==> src/rtl/imm_extend_pipe.sv <==
// imm_extend_pipe: RISC-V immediate generator feeding the ID/EX boundary.
// Covers the I/S/B/J/U formats and the CSR zimm, then registers the result
// through STAGES pipeline stages that support stall and flush.
module imm_extend_pipe #(
    parameter int XLEN   = 32,
    parameter int STAGES = 1
) (
    input  logic            clk,
    input  logic            reset,
    input  logic            in_valid,
    input  logic [31:0]     Instr,
    input  logic [2:0]      ImmSrc,
    input  logic            stall,
    input  logic            flush,
    output logic            out_valid,
    output logic [XLEN-1:0] ImmExt,
    output logic            illegal
);

    // Only the two widths and the two depths below are supported.
    generate
        if (!((XLEN == 32 || XLEN == 64) && (STAGES == 1 || STAGES == 2))) begin : g_cfg_err
            $error("imm_extend_pipe: XLEN must be 32/64 and STAGES must be 1/2");
        end
    endgenerate

    logic [XLEN-1:0] imm_comb;
    logic            ill_comb;

    // The opcode field never contributes to any immediate.
    logic unused_opcode;
    assign unused_opcode = ^Instr[6:0];

    // Decode the immediate; the signed casts replicate Instr[31] up to XLEN-1.
    // For U-type on XLEN=32 the cast is a no-op, on XLEN=64 it sign-fills 63:32.
    always_comb begin
        imm_comb = '0;
        ill_comb = 1'b0;
        case (ImmSrc)
            3'b000: imm_comb = XLEN'($signed(Instr[31:20]));
            3'b001: imm_comb = XLEN'($signed({Instr[31:25], Instr[11:7]}));
            3'b010: imm_comb = XLEN'($signed({Instr[31], Instr[7], Instr[30:25],
                                              Instr[11:8], 1'b0}));
            3'b011: imm_comb = XLEN'($signed({Instr[31], Instr[19:12], Instr[20],
                                              Instr[30:21], 1'b0}));
            3'b100: imm_comb = XLEN'($signed({Instr[31:12], 12'b0}));
            3'b101: imm_comb = XLEN'(Instr[19:15]);
            default: ill_comb = 1'b1;
        endcase
    end

    genvar gi;
    generate
        for (gi = 0; gi < STAGES; gi++) begin : stage_g
            logic            valid_q, valid_d;
            logic [XLEN-1:0] imm_q, imm_d;
            logic            ill_q, ill_d;
            logic            src_valid;
            logic [XLEN-1:0] src_imm;
            logic            src_ill;

            if (gi == 0) begin : g_src_in
                assign src_valid = in_valid;
                assign src_imm   = imm_comb;
                assign src_ill   = ill_comb;
            end else begin : g_src_prev
                assign src_valid = stage_g[gi-1].valid_q;
                assign src_imm   = stage_g[gi-1].imm_q;
                assign src_ill   = stage_g[gi-1].ill_q;
            end

            // Next state: flush clears, stall holds, otherwise shift in (zeroed when invalid).
            always_comb begin
                valid_d = valid_q;
                imm_d   = imm_q;
                ill_d   = ill_q;
                if (flush) begin
                    valid_d = 1'b0;
                    imm_d   = '0;
                    ill_d   = 1'b0;
                end else if (!stall) begin
                    valid_d = src_valid;
                    imm_d   = src_valid ? src_imm : '0;
                    ill_d   = src_valid & src_ill;
                end
            end

            // Stage register; reset overrides flush and stall.
            always_ff @(posedge clk) begin
                if (reset) begin
                    valid_q <= 1'b0;
                    imm_q   <= '0;
                    ill_q   <= 1'b0;
                end else begin
                    valid_q <= valid_d;
                    imm_q   <= imm_d;
                    ill_q   <= ill_d;
                end
            end
        end
    endgenerate

    assign out_valid = stage_g[STAGES-1].valid_q;
    assign ImmExt    = stage_g[STAGES-1].imm_q;
    assign illegal   = stage_g[STAGES-1].ill_q;

endmodule

==> config.mk <==
export PLATFORM = sky130hd
export DESIGN_NAME = imm_extend_pipe
export DESIGN_NICKNAME = d
export VERILOG_FILES = /design/src/rtl/imm_extend_pipe.sv
export SDC_FILE = /design/constraint.sdc
export NUM_CORES = 1
export LEC_CHECK = 0
export CAP_MARGIN = 20
export CORE_MARGIN = 8
export CORE_UTILIZATION = 38
export CTS_CLUSTER_SIZE = 12
export DETAILED_ROUTE_END_ITERATION = 8
export PLACE_DENSITY_LB_ADDON = 0.15
export SLEW_MARGIN = 20
export SYNTH_ARGS = -nofsm -noshare
export SYNTH_HDL_FRONTEND = slang
export SYNTH_SLANG_ARGS = --single-unit
==> constraint.sdc <==
create_clock -name clk -period 1.4 [get_ports clk]
set_input_delay 0.42 -clock clk [delete_from_list [all_inputs] [get_ports clk]]
set_output_delay 0.42 -clock clk [all_outputs]
set_load 0.05 [all_outputs]
# After elaboration in Yosys (flattened, before gate mapping)
# Cells that the tools add are included.
dict set report totals {
  inputBits 40
  output_inout_bits 34
  reg_bits 34
  wordCells 15
}
dict set report classes {
  n_bitwise 1
  eq_ne 5
  reduce_logical 3
  n_mux 3
}
# op count
set op_table {}
lappend op_table {{one-hot mux 32 bit (6 select lines)} 1}
lappend op_table {{2-to-1 mux 32 bit} 1}
lappend op_table {{equality test 3 x 2 -> 1 bit (second input constant)} 2}
lappend op_table {{equality test 3 bit (second input constant)} 2}
lappend op_table {{OR reduction 6 bit} 1}
lappend op_table {{equality test 3 x 1 -> 1 bit (second input constant)} 1}
lappend op_table {{zero test 3 bit} 1}
lappend op_table {{OR reduction 2 bit} 1}
lappend op_table {{bitwise AND 1 bit} 1}
lappend op_table {{2-to-1 mux 1 bit} 1}

# Depth between registers and ports, before layout
# Gate-level depths: netlist of run 1.
dict set report depth {
  word_depth 4
  ltp_mapped 5
  ltp_nobuf 3
}

# Worst setup path before layout of run 1
# Ideal clock, no wire load.
dict set report synth_path {
  kind {input to register}
  startpoint {input port ImmSrc[0]}
  endpoint {register stage_g[0].imm_q[1] (netlist: ImmExt[1])}
  slack_ns 0.054
  setup_time_ns 0.134
  arrival_time_ns 1.212
  n_path_buf 2
  stages 5
  required_ns 1.266
  cell_sequence {buf_4 buf_6 mux2_2 a22oi_1 a211oi_1}
}
dict set report synth_via {
  elab_chain_len 3
  word_cells_on_any_way 8
  classes_between {5 x eq/ne; 2 x mux; 1 x reduce/logical}
}
# item line_no
set synth_lines {}
lappend synth_lines {{start, declared} 12} ;# input logic [2:0] ImmSrc,
lappend synth_lines {{equality test 3 bit (tied with other cells)} 39} ;# case (ImmSrc)
lappend synth_lines {{one-hot mux 32 bit (6 select lines) *} 39}
lappend synth_lines {{2-to-1 mux 32 bit *} 83} ;# imm_d = src_valid ? src_imm : '0;
lappend synth_lines {{end signal, assigned} 96} ;# imm_q <= imm_d;
lappend synth_lines {{end, declared} 56} ;# logic [XLEN-1:0] imm_q, imm_d;
# Mark *: on every way between the ends. The rest lies on a longest branch, timed or not.
# A chain may end at the register's enable or synchronous reset.

# Worst setup path in the final report of run 1
dict set report layout_path {
  startpoint {input port flush}
  endpoint {register stage_g[0].imm_q[3] (netlist: ImmExt[3])}
}
dict set report layout_via {
  elab_chain_len 1
}
# item line_no
set layout_lines {}
lappend layout_lines {{start, declared} 14} ;# input logic flush,
lappend layout_lines {{OR reduction 2 bit (no line)} --}
# Every way passes these cells.

==> qor.txt, run 1 <==
post-synthesis register bit count: 34
Routed WL: 5610 microns
worst slew pin tran: 0.321 ns
Total GRT Usage: 16.3%
required time worst endpoint: 1.59 ns
first-pass GRT wire length: 8590 microns
clk sink count: 34
post-layout util: 71.7%
placed cells: 319
core area: 0.00432 sq mm
via/cell ratio: 5.46
Crit Path Category: input pin to register
CTS clk-pin slew, worst paths: 0.07 ns
CTS Buffer Depth: 2
count of pins over their slew limit: 0
Final #Nets: 318
final setup violating endpoints: 0
syn nets: 231
routed vias: 1808
min cycle time layout: 1.31 ns
Finished Layout Cells: 331
IO Port Bufs: 66
vias in the first global route: 1823
worst relative slew slack: 78.6%
Worst R2R Path Depth: 2
adder-cell share of the synthesized area: 0%
Iter 0 DRT Violations: 90
pin count of the biggest net entering global routing: 29
period utilisation layout: 93.3%
Post-Syn Area: 0.00169 sq mm
grt total ovfl: 0
Antenna diodes: 0
largest family of logic cells by synthesized area: compound AO/OA/AOI/OAI gates
die area: 0.00685 sq mm
CTS tree: built
Area Overhead vs Synth: 83.2%
Worst R2R Setup Slack: 0.52 ns
family with the most delay on the worst path: buffers and inverters
Root Buffer: clkbuf_8
antenna-violating nets left: 0
Hold WS: 0.487 ns
worst min path class: register to register
Synth Area in Compound Gates: 31.3%
CTS buffer count: 5
drt wl/cell: 16.9 microns
commonest non-fill, non-tap cell in the layout: buf_12
H-tree depth: 2
startpoint type of the worst setup path: input pin
power density over the cells: 766 mW/mm^2
Critical Path AT: 1.50 ns
simple-gate portion of the synthesized area: 14.0%
final hold viol count: 0
Initial Utilization: 39.1%
Static Leak: 1.17 nW
Hold Crit Depth: 2
I/O pin cnt: 74
Max-cap violations: 0
CTS Hold Bufs: 0
xor and xnor fraction of the mapped netlist area: 0%
Netlist cell types: 26
buffers and inverters on the worst path: 1
Post-DP HPWL: 3990 microns
Critical-path top delay cell: clkdlybuf4s50_1
clock latency on the worst-skew pair: 0.28 ns
Clock Skew: 0 ns
initial antenna violation count: 0
commonest cells after routing, fill and taps aside: buf_12 (35), dfxtp_1 (34), a22oi_1 (27)
sequential fraction of the synthesis area: 40.2%
total negative setup slack: 0 ns
max incr delay on CP: 0.43 ns
Die H: 82.7 microns
Cell Chain, Critical Path: clkdlybuf4s50_1 -> or2_4 -> a211oi_1
maximum clock frequency: 765 MHz
num rows: 24
Ys Warns: 0
proportion of synthesized area in mux cells: 7.24%
peak supply drop: 0.517 mV
fillers: 328
critical path depth: 3
die width: 82.7 microns
syn_area_per_cell: 8.86 sq um
RSZ-0062 raised after global routing: false
Max FO, Critical Path: 21
status: completed
layout cells sized above 1: 35.5%
RD Place Congestion: 0.788
Synth Instances: 191
DRC: 0
DRT Pass-1 Iters: 6
crit path capture type: register
power breakdown:
group / internal, mW / switching [mW] / leakage [nW]
clock: 0.532 / 0.346 / 0.0524
sequential: 0.979 / 0.0147 / 0.275
combinational: 0.272 / 0.230 / 0.840
total: 1.78 / 0.591 / 1.17
area by class of cell:
class	instances	area, sq um	area share [%]
timing repair buffer	99	1310	42.2
multi-input combinational	138	940	30.3
sequential	34	681	21.9
clock buffer	7	76.3	2.46
tap	52	65.1	2.10
clock inverter	1	30.0	0.968
synth_stat cells:
cell type  number  area (sq um)
a22oi_1        29           218
nor3b_2         1          12.5
nor3b_4         1          18.8
a21oi_1        18          90.1
and3b_1         1          8.76
buf_6           4          45.0
and3b_2         1          10.0
clkbuf_1        7          26.3
or2_2           1          6.26
dfxtp_1        34           681
a211oi_1       12          90.1
nand2_1        21          78.8
mux2_2         10           113
buf_2           3          15.0
clkbuf_4        1          7.51
nand3_1         2          10.0
o21ai_0        10          50.1
clkbuf_2        1          5.00
mux2i_1         1          10.0
nor2_1          6          22.5
nand3b_1        6          45.0
a32oi_1         2          17.5
buf_4           3          22.5
o21ai_1        10          50.1
nor2b_1         4          25.0
o31ai_1         2          15.0
cell families after synthesis:
logic type	count (synthesis)
and+or+nand+nor	44
buffers and inverters	19
muxes	11
DFF	34
AOI/OAI and AO/OA	83
worst paths after layout:
check             startpoint         end
hold / removal    ImmExt[25]  ImmExt[25]
setup / recovery       flush   ImmExt[3]
setup reg to reg   ImmExt[3]   ImmExt[3]
hold reg to reg   ImmExt[25]  ImmExt[25]
registers in the layout (all words and copies together) (netlist names):
signal / flops
ImmExt: 32
illegal: 1
out_valid: 1
per-layer routing:
layer	vias to the layer above	global-route usage [%]	part of all wire [%]
li1	887	-	-
met4	0	7.59	2.0
met1	856	18.2	40
met2	55	28.0	52
met5	-	0	0
met3	10	4.44	6.0
worst reg2reg max path, delay by kind of cell (launching register included):
kind            cells  cell delay [ns]
compound gates      2             0.38
flops               1             0.41
metrics by stage:
stage | setup WS (ns) | power [mW] | cell area (sq um)
floorplan | 0.0537 | 1.24 | 1690
global placement | -0.483 | 1.47 | 2870
detailed placement | -0.492 | 1.47 | 2870
CTS | -0.0126 | 2.38 | 3060
global route | 0.0156 | 2.47 | 3100
finish | 0.0934 | 2.37 | 3100
timing repair:
action,CTS,global route
gates resized for setup,19,14
cloned,1,1
setup endpoints to repair,32,25
pin swaps,2,3
setup buffers,1,1
Power figures use the tool's default switching activity.
==> run 2: changes to the inputs <==
CAP_MARGIN = unset   (was 20)
==> results of run 2 <==
The final DEF is identical to that of run 1; final timing and power are the same.
==> run 3: changes to the inputs <==
CTS_CLUSTER_SIZE = 40   (was 12)
TNS_END_PERCENT = 100   (was unset)
==> results of run 3 <==
The final DEF is identical to that of run 1; final timing and power are the same.
